`src/rtl/toggle_port_responder.sv`:
```
// ---------------------------------------------------------------------------------------------
// toggle_port_responder
//
// Responder side of the toggle request/acknowledge port used by the ROM download path for the
// SDRAM ports. Every transition of port_req is one request. Each request is latched into a small
// FIFO together with its address, strobes, direction and write data. The requests are then
// replayed in order to a valid/ready memory backend. port_ack flips once for every request that
// either completes at the backend or is dropped because the FIFO was full.
//
// Parameters
//   AW    : word address width (port_a, mem_addr)
//   DW    : data width (port_d, port_q, mem_wdata, mem_rdata)
//   DEPTH : request FIFO entries; must be a power of two and at least 2
//
// Ports
//   clk        in   single clock, everything is synchronous to it
//   reset      in   synchronous, active-high
//   port_req   in   request toggle
//   port_ack   out  acknowledge toggle; equals port_req when nothing is outstanding
//   port_a     in   word address, sampled in the cycle port_req transitions
//   port_ds    in   byte lane strobes {hi, lo}
//   port_we    in   1 = write, 0 = read
//   port_d     in   write data
//   port_q     out  data returned by the most recent read
//   mem_valid  out  backend command valid
//   mem_ready  in   backend accepts the command when mem_valid && mem_ready
//   mem_addr   out  command address
//   mem_we     out  command is a write
//   mem_be     out  byte enables (copy of port_ds)
//   mem_wdata  out  command write data
//   mem_rvalid in   read data strobe, only honoured while waiting for read data
//   mem_rdata  in   read data
//   overflow   out  sticky flag: at least one request was dropped
// ---------------------------------------------------------------------------------------------

module toggle_port_responder #(
  parameter int unsigned AW    = 23,
  parameter int unsigned DW    = 16,
  parameter int unsigned DEPTH = 4
) (
  input  logic          clk,
  input  logic          reset,

  input  logic          port_req,
  output logic          port_ack,
  input  logic [AW-1:0] port_a,
  input  logic [1:0]    port_ds,
  input  logic          port_we,
  input  logic [DW-1:0] port_d,
  output logic [DW-1:0] port_q,

  output logic          mem_valid,
  input  logic          mem_ready,
  output logic [AW-1:0] mem_addr,
  output logic          mem_we,
  output logic [1:0]    mem_be,
  output logic [DW-1:0] mem_wdata,
  input  logic          mem_rvalid,
  input  logic [DW-1:0] mem_rdata,

  output logic          overflow
);

  localparam int unsigned PtrW = (DEPTH > 1) ? $clog2(DEPTH) : 1;
  localparam logic [PtrW:0] FullCount = (PtrW + 1)'(DEPTH);

  // FSM encoding kept as plain constants for compatibility with existing tooling.
  localparam logic [1:0] StIdle   = 2'd0;
  localparam logic [1:0] StIssue  = 2'd1;
  localparam logic [1:0] StRdWait = 2'd2;

  typedef struct packed {
    logic [AW-1:0] addr;
    logic [1:0]    be;
    logic          we;
    logic [DW-1:0] wdata;
  } cmd_t;

  // -------------------------------------------------------------------------------------------
  // Request edge detection
  // -------------------------------------------------------------------------------------------
  logic req_q;
  logic req_edge;

  assign req_edge = port_req ^ req_q;

  // -------------------------------------------------------------------------------------------
  // Request FIFO
  // -------------------------------------------------------------------------------------------
  cmd_t            fifo_q [DEPTH];
  logic [PtrW-1:0] wr_ptr_q, wr_ptr_d;
  logic [PtrW-1:0] rd_ptr_q, rd_ptr_d;
  logic [PtrW:0]   count_q, count_d;
  logic            fifo_empty;
  logic            fifo_full;
  logic            push;
  logic            pop;
  logic            drop;
  cmd_t            push_entry;
  cmd_t            head_entry;

  assign fifo_empty = (count_q == '0);
  assign fifo_full  = (count_q == FullCount);

  assign push_entry = '{addr: port_a, be: port_ds, we: port_we, wdata: port_d};
  assign head_entry = fifo_q[rd_ptr_q];

  // A pop in the same cycle frees the slot, so a push into a full FIFO only fails without one.
  assign push = req_edge && (!fifo_full || pop);
  assign drop = req_edge && fifo_full && !pop;

  always_comb begin
    wr_ptr_d = wr_ptr_q;
    rd_ptr_d = rd_ptr_q;
    count_d  = count_q;
    if (push) begin
      wr_ptr_d = wr_ptr_q + 1'b1;
    end
    if (pop) begin
      rd_ptr_d = rd_ptr_q + 1'b1;
    end
    unique case ({push, pop})
      2'b10:   count_d = count_q + 1'b1;
      2'b01:   count_d = count_q - 1'b1;
      default: count_d = count_q;
    endcase
  end

  // Storage carries no reset; occupancy is tracked by the pointers and count alone.
  always_ff @(posedge clk) begin
    if (push) begin
      fifo_q[wr_ptr_q] <= push_entry;
    end
  end

  // -------------------------------------------------------------------------------------------
  // Command sequencer
  // -------------------------------------------------------------------------------------------
  logic [1:0]    state_q, state_d;
  logic          mem_valid_q, mem_valid_d;
  cmd_t          cmd_q;
  logic [DW-1:0] port_q_q;
  logic          completion;
  logic          rdata_load;

  always_comb begin
    state_d     = state_q;
    mem_valid_d = mem_valid_q;
    pop         = 1'b0;
    completion  = 1'b0;
    rdata_load  = 1'b0;
    case (state_q)
      StIdle: begin
        if (!fifo_empty) begin
          pop         = 1'b1;
          mem_valid_d = 1'b1;
          state_d     = StIssue;
        end
      end
      StIssue: begin
        if (mem_ready) begin
          mem_valid_d = 1'b0;
          if (cmd_q.we) begin
            completion = 1'b1;
            state_d    = StIdle;
          end else begin
            state_d    = StRdWait;
          end
        end
      end
      StRdWait: begin
        if (mem_rvalid) begin
          rdata_load = 1'b1;
          completion = 1'b1;
          state_d    = StIdle;
        end
      end
      default: begin
        mem_valid_d = 1'b0;
        state_d     = StIdle;
      end
    endcase
  end

  // -------------------------------------------------------------------------------------------
  // State registers
  // -------------------------------------------------------------------------------------------
  logic ack_q;
  logic overflow_q;

  always_ff @(posedge clk) begin
    if (reset) begin
      // Track the current request level so releasing reset never looks like a new request.
      req_q       <= port_req;
      ack_q       <= port_req;
      wr_ptr_q    <= '0;
      rd_ptr_q    <= '0;
      count_q     <= '0;
      state_q     <= StIdle;
      mem_valid_q <= 1'b0;
      cmd_q       <= '0;
      port_q_q    <= '0;
      overflow_q  <= 1'b0;
    end else begin
      req_q       <= port_req;
      // A completion and a drop in the same cycle cancel out in the toggle parity.
      ack_q       <= ack_q ^ (completion ^ drop);
      wr_ptr_q    <= wr_ptr_d;
      rd_ptr_q    <= rd_ptr_d;
      count_q     <= count_d;
      state_q     <= state_d;
      mem_valid_q <= mem_valid_d;
      if (pop) begin
        cmd_q <= head_entry;
      end
      if (rdata_load) begin
        port_q_q <= mem_rdata;
      end
      if (drop) begin
        overflow_q <= 1'b1;
      end
    end
  end

  // -------------------------------------------------------------------------------------------
  // Outputs
  // -------------------------------------------------------------------------------------------
  assign port_ack  = ack_q;
  assign port_q    = port_q_q;
  assign overflow  = overflow_q;
  assign mem_valid = mem_valid_q;
  assign mem_addr  = cmd_q.addr;
  assign mem_we    = cmd_q.we;
  assign mem_be    = cmd_q.be;
  assign mem_wdata = cmd_q.wdata;

endmodule

```
`config.mk`:
```
export PLATFORM = sky130hd
export DESIGN_NAME = toggle_port_responder
export DESIGN_NICKNAME = d
export VERILOG_FILES = /design/src/rtl/toggle_port_responder.sv
export SDC_FILE = /design/constraint.sdc
export NUM_CORES = 1
export LEC_CHECK = 0
export BUFFER_PORTS_ARGS = -buffer_cell sky130_fd_sc_hd__buf_2
export CAP_MARGIN = 40
export CORE_MARGIN = 2
export CORE_UTILIZATION = 35
export DETAILED_ROUTE_END_ITERATION = 8
export GPL_ROUTABILITY_DRIVEN = 0
export PLACE_DENSITY = 0.55
export SLEW_MARGIN = 40
export SYNTH_ARGS = -nofsm -noshare
export SYNTH_HDL_FRONTEND = slang
export SYNTH_SLANG_ARGS = --single-unit
```
`constraint.sdc`:
```
create_clock -name clk -period 3.2 [get_ports clk]
set_clock_uncertainty 0.1 [all_clocks]
set_input_delay 0.48 -clock clk [delete_from_list [all_inputs] [get_ports clk]]
set_output_delay 0.48 -clock clk [all_outputs]
set_load 0.005 [all_outputs]
```
==> metrics.md <==
| Metric | Value |
|---|---|
| Die H | 162.6 um |
| Worst path bufs/invs | 1 |
| Critical R2R Launch | state_q[1] |
| Crit-path max FO | 16 |
| Syn Area/Cell | 15.69 um2 |
| Core area | 24960 um2 |
| RR Endpoint | count_q[2] |
| RSZ-0062 raised after global routing | false |
| Hold Vio Cnt, Final | 0 |
| Die area | 26430 um2 |
| Grt total ovfl | 0 |
| 1st-iter DRT viols | 369 |
| DRC | 0 |
| Vias per cell | 4.730 |
| Total power | 9.096 mW |
| Hold endpoint | req_q |
| Status | complete, no violations |
| WL final | 17890 um |
| Max_slew headroom | 0.4775 |
| Slowest CP cell | o31a_2 |
| Initial antenna violation count | 1 |
| Reg2Reg Depth | 8 |
| Hold path depth | 1 |
| CP peak stage delay | 0.45 ns |
| Yosys warning total | 0 |
| Worst vdd ir | 412.7 uV |
| Cell Area, Synth | 8801 um2 |
| Sw frac | 0.2894 |
| Yosys cell types | 37 |
| Final clock period utilization by the worst path | 0.8029 |
| Post-detail-place hpwl | 11840 um |
| Count of endpoints failing setup in the final report | 0 |
| Worst slack, placed | 0.6554 ns |
| Buffers on Ports | 123 |
| CTS tree | done |
| Clock-pin slew on the worst setup and hold paths | 0.06 ns |
| Die span in x | 162.6 um |
| Vias in the first global route | 4963 |
| Slew Limit Fails | 0 |
| Final net count | 765 |
| Initial Util | 0.3525 |
| Sequential share of the synthesized area | 0.7347 |
| CTS H-tree depth | 1 |
| Post-synth EDFFs | 168 |
| Hold Path Class | in -> reg |
| Clock network fraction of total power | 0.307 |
| Setup TNS Final | 0 ns |
| WS Path Type | reg -> reg |
| NetSw | 2.632 mW |
| Setup Buffers After CTS | 0 |
| Seq cells post-synth | 239 |
| Leakage power total | 3.811 nW |
| Reg2reg setup slack | 0.63 ns |
| Largest net degree at the start of global routing | 33 |
| Critical-path cell list | inv_1 > ha_1 > o31a_2 > nand2_1 > fa_1 > nand3_1 > o21a_1 > mux2_1 |
| CP delay by family, top | adder cells |
| Total GRT Usage | 0.1358 |
| Worst-margin pin slew | 0.7837 ns |
| Syn_nets | 632 |
| First-pass GRT wire length | 27570 um |
| Root Driver | clkbuf_16 |
| TritonCTS Sinks | 239 |
| Kind of end point of the critical path | register |
| Async SR Flop Fraction | 0 |
| Antenna cells | 0 |
| Max_cap viols | 0 |
| Synthesized netlist cell count | 561 |
| Standard-cell rows | 58 |
| Final antenna-violating net count | 0 |
| Power Dens Cells | 853.7 nW/um2 |
| Crit path DAT | 2.87 ns |
| HP Start | port_req |
| Worst skew pair latency | 0.52 ns |
| Cts hold-fix bufs | 0 |
| Logic pwr share | 0.231 |
| Vias | 4938 |
| Worst Path Required | 3.50 ns |
| IO Count | 124 |
| P&R area growth vs syn | 21.07% |
| CTS Buffer Depth | 3 |
| Worst Setup Start Kind | register |
| Cell Int Power | 6.464 mW |
| Wirelength per Cell | 17.13 um |
| Pre-Repair DR Iteration Count | 4 |
| Worst setup margin | 0.6307 ns |
| PostCTS Resize Cnt | 0 |
| Proportion of layout cells with a drive suffix above 1 | 0.3193 |
| Reg power frac | 0.462 |
| Final min period | 2.569 ns |
| Fmax | 0.3892 GHz |
| CTS Buf Count | 26 |
| Ys flop type | edfxtp_1 |
==> per-layer routing <==
metal	track usage	vias up	routed length (um)
met2	0.2300	148	8821
met3	0.02674	28	1072
met5	0	-	7
met4	0.03862	2	327
met1	0.1789	2411	7659
li1	-	2349	-
==> flip-flops by register name, summed over array words and instances, names as in the netlist <==
name and flops:
fifo_q 168, mem_addr 23, mem_wdata 16, port_q 16
count_q 3, mem_be 2, rd_ptr_q 2, state_q 2
wr_ptr_q 2, mem_valid 1, mem_we 1, overflow 1
port_ack 1, req_q 1
==> how the worst max path moves through the flow <==
stage,start,slack (ns),depth (start not counted),end
global route,state_q[1],0.47,8,count_q[2]
detailed placement,state_q[0],0.66,8,count_q[2]
CTS,state_q[1],0.63,8,count_q[2]
finish,state_q[1],0.63,8,count_q[2]
global placement,port_req,0.72,4,fifo_q[3][1]
floorplan,state_q[0],0.71,5,fifo_q[0][0]
==> power groups by stage <==
stage | registers (mW) | clock network (mW) | logic (mW)
floorplan | 4.12 | 0 | 1.46
global placement | 4.24 | 0 | 2.12
detailed placement | 4.28 | 0 | 2.15
CTS | 4.22 | 2.87 | 2.16
global route | 4.28 | 3.01 | 2.34
finish | 4.20 | 2.79 | 2.10
==> stage by stage <==
stage | util | instances | hold slack (ns) | area [um2]
4_1_cts | 0.4268 | 1044 | 0.02272 | 10660
5_1_grt | 0.4268 | 1044 | 0.02877 | 10660
2_1_floorplan | - | 561 | 0.3527 | 8801
6_report | 0.4268 | 1044 | 0.04190 | 10660
3_3_place_gp | 0.3942 | 996 | 0.3399 | 9841
3_5_place_dp | 0.3942 | 996 | 0.3429 | 9841
==> layout make-up <==
| cell class | instances | area (um2) |
|---|---|---|
| fill | 2320 | 14310 |
| tap | 330 | 412.9 |
| clock inverter | 15 | 106.4 |
| multi-input combinational | 281 | 2173 |
| sequential | 239 | 6471 |
| timing repair buffer | 138 | 753.2 |
| clock buffer | 33 | 708.2 |
| inverter | 8 | 30.03 |
==> cell usage after synthesis, types with 2 or more instances <==
master	n	area share
nand2_1	121	0.052
nor2_1	8	0.0034
mux4_2	42	0.11
buf_6	2	0.0026
inv_1	8	0.0034
buf_1	3	0.0013
xnor2_1	3	0.0030
and3_1	5	0.0036
a211oi_1	2	0.0017
ha_1	7	0.010
a21oi_1	66	0.038
buf_2	6	0.0034
and2_1	2	0.0014
nor2b_1	2	0.0014
clkbuf_1	22	0.0094
edfxtp_1	168	0.57
xor2_1	2	0.0020
nand3_1	3	0.0017
dfxtp_1	71	0.16
==> cell usage in the layout (no fill, tap or decap), types with 2 or more instances in the layout <==
master / n
and2_1: 2
mux4_2: 42
buf_2: 123
a21oi_1: 66
clkinvlp_4: 2
and3_2: 4
inv_1: 8
a211oi_1: 2
nor2b_1: 2
buf_12: 2
xnor2_1: 3
dfxtp_1: 69
nand3_1: 3
clkbuf_1: 5
nor2_1: 8
ha_1: 7
clkbuf_16: 27
nand2_1: 121
xor2_1: 2
clkinv_2: 4
clkinv_1: 5
edfxtp_1: 168
buf_4: 13
==> cells by family after synthesis <==
family / Yosys count / share of synthesized area
compound gates: 76 / 0.04663
xor+xnor: 6 / 0.007536
fa+ha+maj: 8 / 0.01223
buf+inv: 41 / 0.02005
flops: 239 / 0.7347
mux: 44 / 0.1099
simple gates: 147 / 0.06895
Power figures use the tool's default switching activity.
